### config.mk
export PLATFORM = sky130hd
export DESIGN_NAME = mole_spawner
export DESIGN_NICKNAME = d
export VERILOG_FILES = /design/src/rtl/mole_spawner.sv
export SDC_FILE = /design/constraint.sdc
export NUM_CORES = 1
export LEC_CHECK = 0
export CAP_MARGIN = 10
export CELL_PAD_IN_SITES_DETAIL_PLACEMENT = 0
export CELL_PAD_IN_SITES_GLOBAL_PLACEMENT = 2
export CORE_MARGIN = 2
export CORE_UTILIZATION = 30
export DETAILED_ROUTE_END_ITERATION = 7
export PLACE_DENSITY_LB_ADDON = 0.1
export SYNTH_ARGS = -nofsm -noshare
export SYNTH_HDL_FRONTEND = slang
export SYNTH_SLANG_ARGS = --single-unit
### constraint.sdc
create_clock -name clk -period 6.45 [get_ports clk]
set_input_delay 0.645 -clock clk [delete_from_list [all_inputs] [get_ports clk]]
set_output_delay 0.645 -clock clk [all_outputs]
set_load 0.05 [all_outputs]
### src/rtl/mole_spawner.sv
// rtl/mole_spawner.sv - picks a random mole, lights it until hit/miss/watchdog, repeats for a round.
// Optional MOLE_NO_REPEAT_EN: never light the same mole twice in a row within a round.
module mole_spawner #(
  parameter int N_MOLES       = 10,
  parameter int GAP_TICKS     = 250,
  parameter int TIMEOUT_TICKS = 2000,
  parameter int ROUND_MOLES   = 30
) (
  input  logic               clk,
  input  logic               rst,
  input  logic               tick,
  input  logic               start,
  input  logic [4:0]         rng_value,
  input  logic               hit_pulse,
  input  logic               miss_pulse,
  output logic [N_MOLES-1:0] active_onehot,
  output logic [4:0]         mole_idx,
  output logic               spawn_pulse,
  output logic               timeout_pulse,
  output logic [7:0]         moles_left,
  output logic               busy,
  output logic               round_done
);

  typedef enum logic [2:0] {S_IDLE, S_GAP, S_SPAWN, S_UP, S_DONE} state_t;

  state_t             state_q, state_d;
  logic [15:0]        tick_cnt_q, tick_cnt_d;
  logic [7:0]         moles_left_q, moles_left_d;
  logic [4:0]         mole_idx_q, mole_idx_d;
  logic [N_MOLES-1:0] active_q, active_d;
  logic               spawn_q, spawn_d;
  logic               timeout_q, timeout_d;
  logic [4:0]         idx_raw, idx_sel;
  logic               mole_event, watchdog;

`ifdef MOLE_NO_REPEAT_EN
  logic first_q, first_d;
`endif

  always_comb begin
    idx_raw = 5'({27'd0, rng_value} % N_MOLES);
    idx_sel = idx_raw;
`ifdef MOLE_NO_REPEAT_EN
    // Bump a repeated pick to its neighbour; the round's first mole has no predecessor.
    if (!first_q && (idx_raw == mole_idx_q)) begin
      idx_sel = (idx_raw == 5'(N_MOLES - 1)) ? 5'd0 : idx_raw + 5'd1;
    end
`endif
  end

  assign mole_event = hit_pulse | miss_pulse;
  assign watchdog   = tick && (tick_cnt_q == 16'(TIMEOUT_TICKS - 1));

  always_comb begin
    state_d      = state_q;
    tick_cnt_d   = tick_cnt_q;
    moles_left_d = moles_left_q;
    mole_idx_d   = mole_idx_q;
    active_d     = active_q;
    spawn_d      = 1'b0;
    timeout_d    = 1'b0;
`ifdef MOLE_NO_REPEAT_EN
    first_d      = first_q;
`endif
    case (state_q)
      S_IDLE, S_DONE: begin
        active_d = '0;
        if (start) begin
          moles_left_d = 8'(ROUND_MOLES);
          tick_cnt_d   = 16'd0;
          state_d      = S_GAP;
`ifdef MOLE_NO_REPEAT_EN
          first_d      = 1'b1;
`endif
        end
      end
      S_GAP: begin
        if (tick) begin
          if (tick_cnt_q == 16'(GAP_TICKS - 1)) state_d = S_SPAWN;
          else tick_cnt_d = tick_cnt_q + 16'd1;
        end
      end
      S_SPAWN: begin
        mole_idx_d = idx_sel;
        active_d   = {{(N_MOLES-1){1'b0}}, 1'b1} << idx_sel;
        spawn_d    = 1'b1;
        tick_cnt_d = 16'd0;
        state_d    = S_UP;
`ifdef MOLE_NO_REPEAT_EN
        first_d    = 1'b0;
`endif
      end
      S_UP: begin
        if (mole_event || watchdog) begin
          // A hit/miss on the watchdog tick is a normal clear, not a timeout.
          timeout_d    = !mole_event;
          active_d     = '0;
          moles_left_d = moles_left_q - 8'd1;
          tick_cnt_d   = 16'd0;
          state_d      = (moles_left_q == 8'd1) ? S_DONE : S_GAP;
        end else if (tick) begin
          tick_cnt_d = tick_cnt_q + 16'd1;
        end
      end
      default: state_d = S_IDLE;
    endcase
  end

  always_ff @(posedge clk) begin
    if (rst) begin
      state_q      <= S_IDLE;
      tick_cnt_q   <= 16'd0;
      moles_left_q <= 8'd0;
      mole_idx_q   <= 5'd0;
      active_q     <= '0;
      spawn_q      <= 1'b0;
      timeout_q    <= 1'b0;
`ifdef MOLE_NO_REPEAT_EN
      first_q      <= 1'b0;
`endif
    end else begin
      state_q      <= state_d;
      tick_cnt_q   <= tick_cnt_d;
      moles_left_q <= moles_left_d;
      mole_idx_q   <= mole_idx_d;
      active_q     <= active_d;
      spawn_q      <= spawn_d;
      timeout_q    <= timeout_d;
`ifdef MOLE_NO_REPEAT_EN
      first_q      <= first_d;
`endif
    end
  end

  assign active_onehot = active_q;
  assign mole_idx      = mole_idx_q;
  assign spawn_pulse   = spawn_q;
  assign timeout_pulse = timeout_q;
  assign moles_left    = moles_left_q;
  assign busy          = (state_q == S_GAP) || (state_q == S_SPAWN) || (state_q == S_UP);
  assign round_done    = (state_q == S_DONE);

endmodule

==> metrics.md <==
| Metric | Value |
|---|---|
| Worst-skew pair later-pin latency | `0.30 ns` |
| Headroom to the max-slew limit | `48.7%` |
| Routing usage on met2 | `26.1%` |
| Count of cell types in the netlist | `57` |
| Element type at the critical path end | `register` |
| Clock transition at path regs | `0.10 ns` |
| Slowest Stage Delay on Critical Path | `0.58 ns` |
| First-pass GRT wire length | `10.8 mm` |
| Final routed DRC violation total | `0` |
| Row count | `32` |
| Main synth FF type | `dfxtp_1` |
| Reg2Reg Depth | `5` |
| Flop-to-flop setup slack | `~4.2 ns` |
| GRT Util Overall | `between 10% and 20%` |
| Worst Hold Class | `reg -> reg` |
| Asr flop ratio synth | `0%` |
| Crit-path cells | `clkdlybuf4s50_1, nor2_1, inv_1, ha_1, nand2b_1, a21o_1, a311oi_1, o21ai_1, o31ai_1` |
| Setup TNS | `0 ns` |
| Critical-path maximum fanout | `12` |
| Post-Route WL | `6.25 mm` |
| GP Congestion | `0.835` |
| Setup Buffers After CTS | `0` |
| Post-synth EDFFs | `0` |
| Initial core utilization | `between 30% and 40%` |
| Met3 GRT Util | `3.13%` |
| Max clock buf depth | `2` |
| Drt via density | `5.24` |
| Syn_nets | `roughly 320` |
| HPWL Detailed | `4.59 mm` |
| Final hold violation count | `0` |
| Post-synthesis instance total | `299` |
| PD cells | `roughly 280 nW/um^2` |
| Clock Tree Root | `clkbuf_8` |
| Peak supply drop | `0.0945 mV` |
| Area leader, netlist | `dfxtp_1` |
| Ant. Diodes | `0` |
| Post-Syn Area | `2430 um^2` |
| I/O pin count | `38` |
| Die area | `8850 um^2` |
| Met1 GRT Util | `19.6%` |
| Final nets | `348` |
| Largest net degree at the start of global routing | `19` |
| MaxCap Viol Count | `0` |
| Leakage | `0.992 nW` |
| Via count | `2281` |
| Routed wire per std cell | `14.4 um` |
| Max Transition Viols Final | `0` |
| WP depth | `9` |
| Layout area overhead | `23.4%` |
| Max Freq | `310 MHz` |
| Crit path launch type | `input pin` |
| Share of the synthesized area in the top cell type | `36.2%` |
| Number of setup violations in the final report | `0` |
| Worst path required time | `~6.7 ns` |
| Cell family with most CP delay | `compound AO/OA/AOI/OAI gates` |
| Critical path's slowest cell | `clkdlybuf4s50_1` |
| Fin crit period | `3.23 ns` |
| Part of the cycle the worst path needs | `50.1%` |
| Status | `finished clean` |
| Post-DRT Antenna Nets | `0` |
| Num CTS Buffers | `5` |
| GR Overflow Total | `0` |
| Fin Clk Skew | `0.0101 ns` |
| Die height | `~94 um` |
| IO buf count | `37` |
| Worst Path Buf+Inv | `2` |
| Yosys warns | `0` |
| Fill cells | `827` |
| Hold Crit Depth | `2` |
| CTS tree | `done` |
| Busiest metal layer after global routing | `met2` |
| Initial DRT Pass Iterations | `4` |
| Register bit total from synthesis | `44` |
| Clock Sinks | `44` |
| Initial antenna violation count | `0` |
| Number of global-route vias before repair | `between 2000 and 2500` |
| H-tree levels | `2` |
| Hold_buf cts | `0` |
| Die X-Extent | `94.1 um` |
| Layout cells sized above 1 | `5.71%` |
| Unrepaired setup endpoints after global routing | `false` |
| CORE AREA | `about 7800 um^2` |
| CP Data Arrival Time | `3.45 ns` |
| Mean Syn Cell Area | `roughly 8.1 um^2` |
| CP Class | `in -> reg` |
| Initial drt markers | `a little over 80` |
| Sequential fraction of the synthesis area | `36.2%` |
| Post-Route Utilization | `between 30 and 40%` |
| Post-CTS resize count | `0` |
| Top post-synthesis cells by area | `dfxtp_1 36%, a21oi_1 5.5%, nand2_1 4.2%` |
| Worst Tran Pin Value | `0.767 ns` |
## Yosys cell counts (3+ instances only)
| master | count |
|---|---|
| nand3b_1 | 7 |
| a311oi_1 | 7 |
| a21o_1 | 4 |
| dfxtp_1 | 44 |
| ha_1 | 5 |
| a21oi_1 | 27 |
| nand2_1 | 27 |
| nand2b_1 | 7 |
| or3_1 | 11 |
| nand3_1 | 8 |
| a32o_1 | 5 |
| or4_1 | 3 |
| nor2_1 | 27 |
| inv_1 | 13 |
| nor3_1 | 7 |
| clkbuf_1 | 7 |
| xor2_1 | 5 |
| o21ai_1 | 3 |
| o21ai_0 | 20 |
| buf_2 | 5 |
| nor2b_1 | 6 |
| o31ai_1 | 4 |
## placed cells by master, fill, tap and decap left out, drive strengths merged, types with 5 or more instances in the layout
cell | netlist | final
nand2b | 7 | 7
nand3b | 7 | 7
a311oi | 7 | 7
o21ai | 23 | 23
inv | 13 | 14
nand2 | 27 | 27
nor2b | 6 | 6
a21oi | 27 | 27
xor2 | 5 | 5
or4 | 5 | 5
ha | 5 | 5
clkbuf | 7 | 5
dfxtp | 44 | 44
nand3 | 8 | 8
nor2 | 27 | 27
or3 | 11 | 11
a32o | 5 | 5
nor3 | 8 | 8
clkdlybuf4s50 | 0 | 37
## power breakdown
group / switching, mW / internal (mW)
logic: 0.196 / 0.109
clock network: 0.106 / 0.117
registers: 0.0326 / 0.294
total: 0.335 / 0.520
## worst register-to-register path, stage by stage, from the launching register on
cell and delay [ns]:
dfxtp_1 0.56, nand2b_1 0.16, o22ai_1 0.45, o21ai_1 0.35, or4_1 0.57, a21oi_1 0.15
## per-layer routing
metal	vias to the layer above	wire length, um
met5	-	0
met4	0	66
met3	4	235
met2	42	2930
met1	1059	3020
li1	1176	-
## path summary, 6_finish.rpt
check | startpoint | end
min | mole_idx[0] | mole_idx[0]
min reg2reg | mole_idx[0] | mole_idx[0]
max | rng_value[2] | active_onehot[5]
max reg2reg | state_q[0] | tick_cnt_q[14]
## cell type report
| cell class | instances | area [um^2] | area share, % |
|---|---|---|---|
| clock buffer | 5 | 68.8 | 2.29 |
| sequential | 44 | 881 | 29.3 |
| timing repair buffer | 38 | 378 | 12.6 |
| inverter | 13 | 48.8 | 1.62 |
| multi-input combinational | 230 | 1450 | 48.4 |
| tap | 102 | 128 | 4.25 |
| clock inverter | 3 | 46.3 | 1.54 |
## sequential cells by signal, summed over array words and instances, names as in the netlist
register       cells
state_q            3
spawn_pulse        1
moles_left         8
mole_idx           5
timeout_pulse      1
active_onehot     10
tick_cnt_q        16
## metrics by stage
| step | total power, mW | cell area [um^2] | std cells | setup slack, ns | hold slack [ns] |
|---|---|---|---|---|---|
| after floorplan | 0.553 | 2430 | 299 | 3.78 | 0.453 |
| after global placement | 0.644 | 2890 | 427 | 2.98 | 0.447 |
| after detailed placement | 0.642 | 2890 | 427 | 2.93 | 0.449 |
| after CTS | 0.869 | 3000 | 435 | 3.27 | 0.464 |
| after global routing | 0.913 | 3000 | 435 | 2.89 | 0.489 |
| final | 0.855 | 3000 | 435 | 3.22 | 0.459 |
## kinds of logic (layout without fill, tap and decap cells)
family	after synthesis	in the layout	share of synthesized area, %
buffers and inverters	25	59	4.11
flip-flops	44	44	36.2
multiplexers	3	3	1.34
AND/OR/NAND/NOR	125	125	28.4
adder cells (fa/ha/maj)	5	5	2.57
XOR/XNOR	6	6	2.16
AO/OA/AOI/OAI	91	91	25.2
No activity file was read; power rests on OpenSTA's default activity.
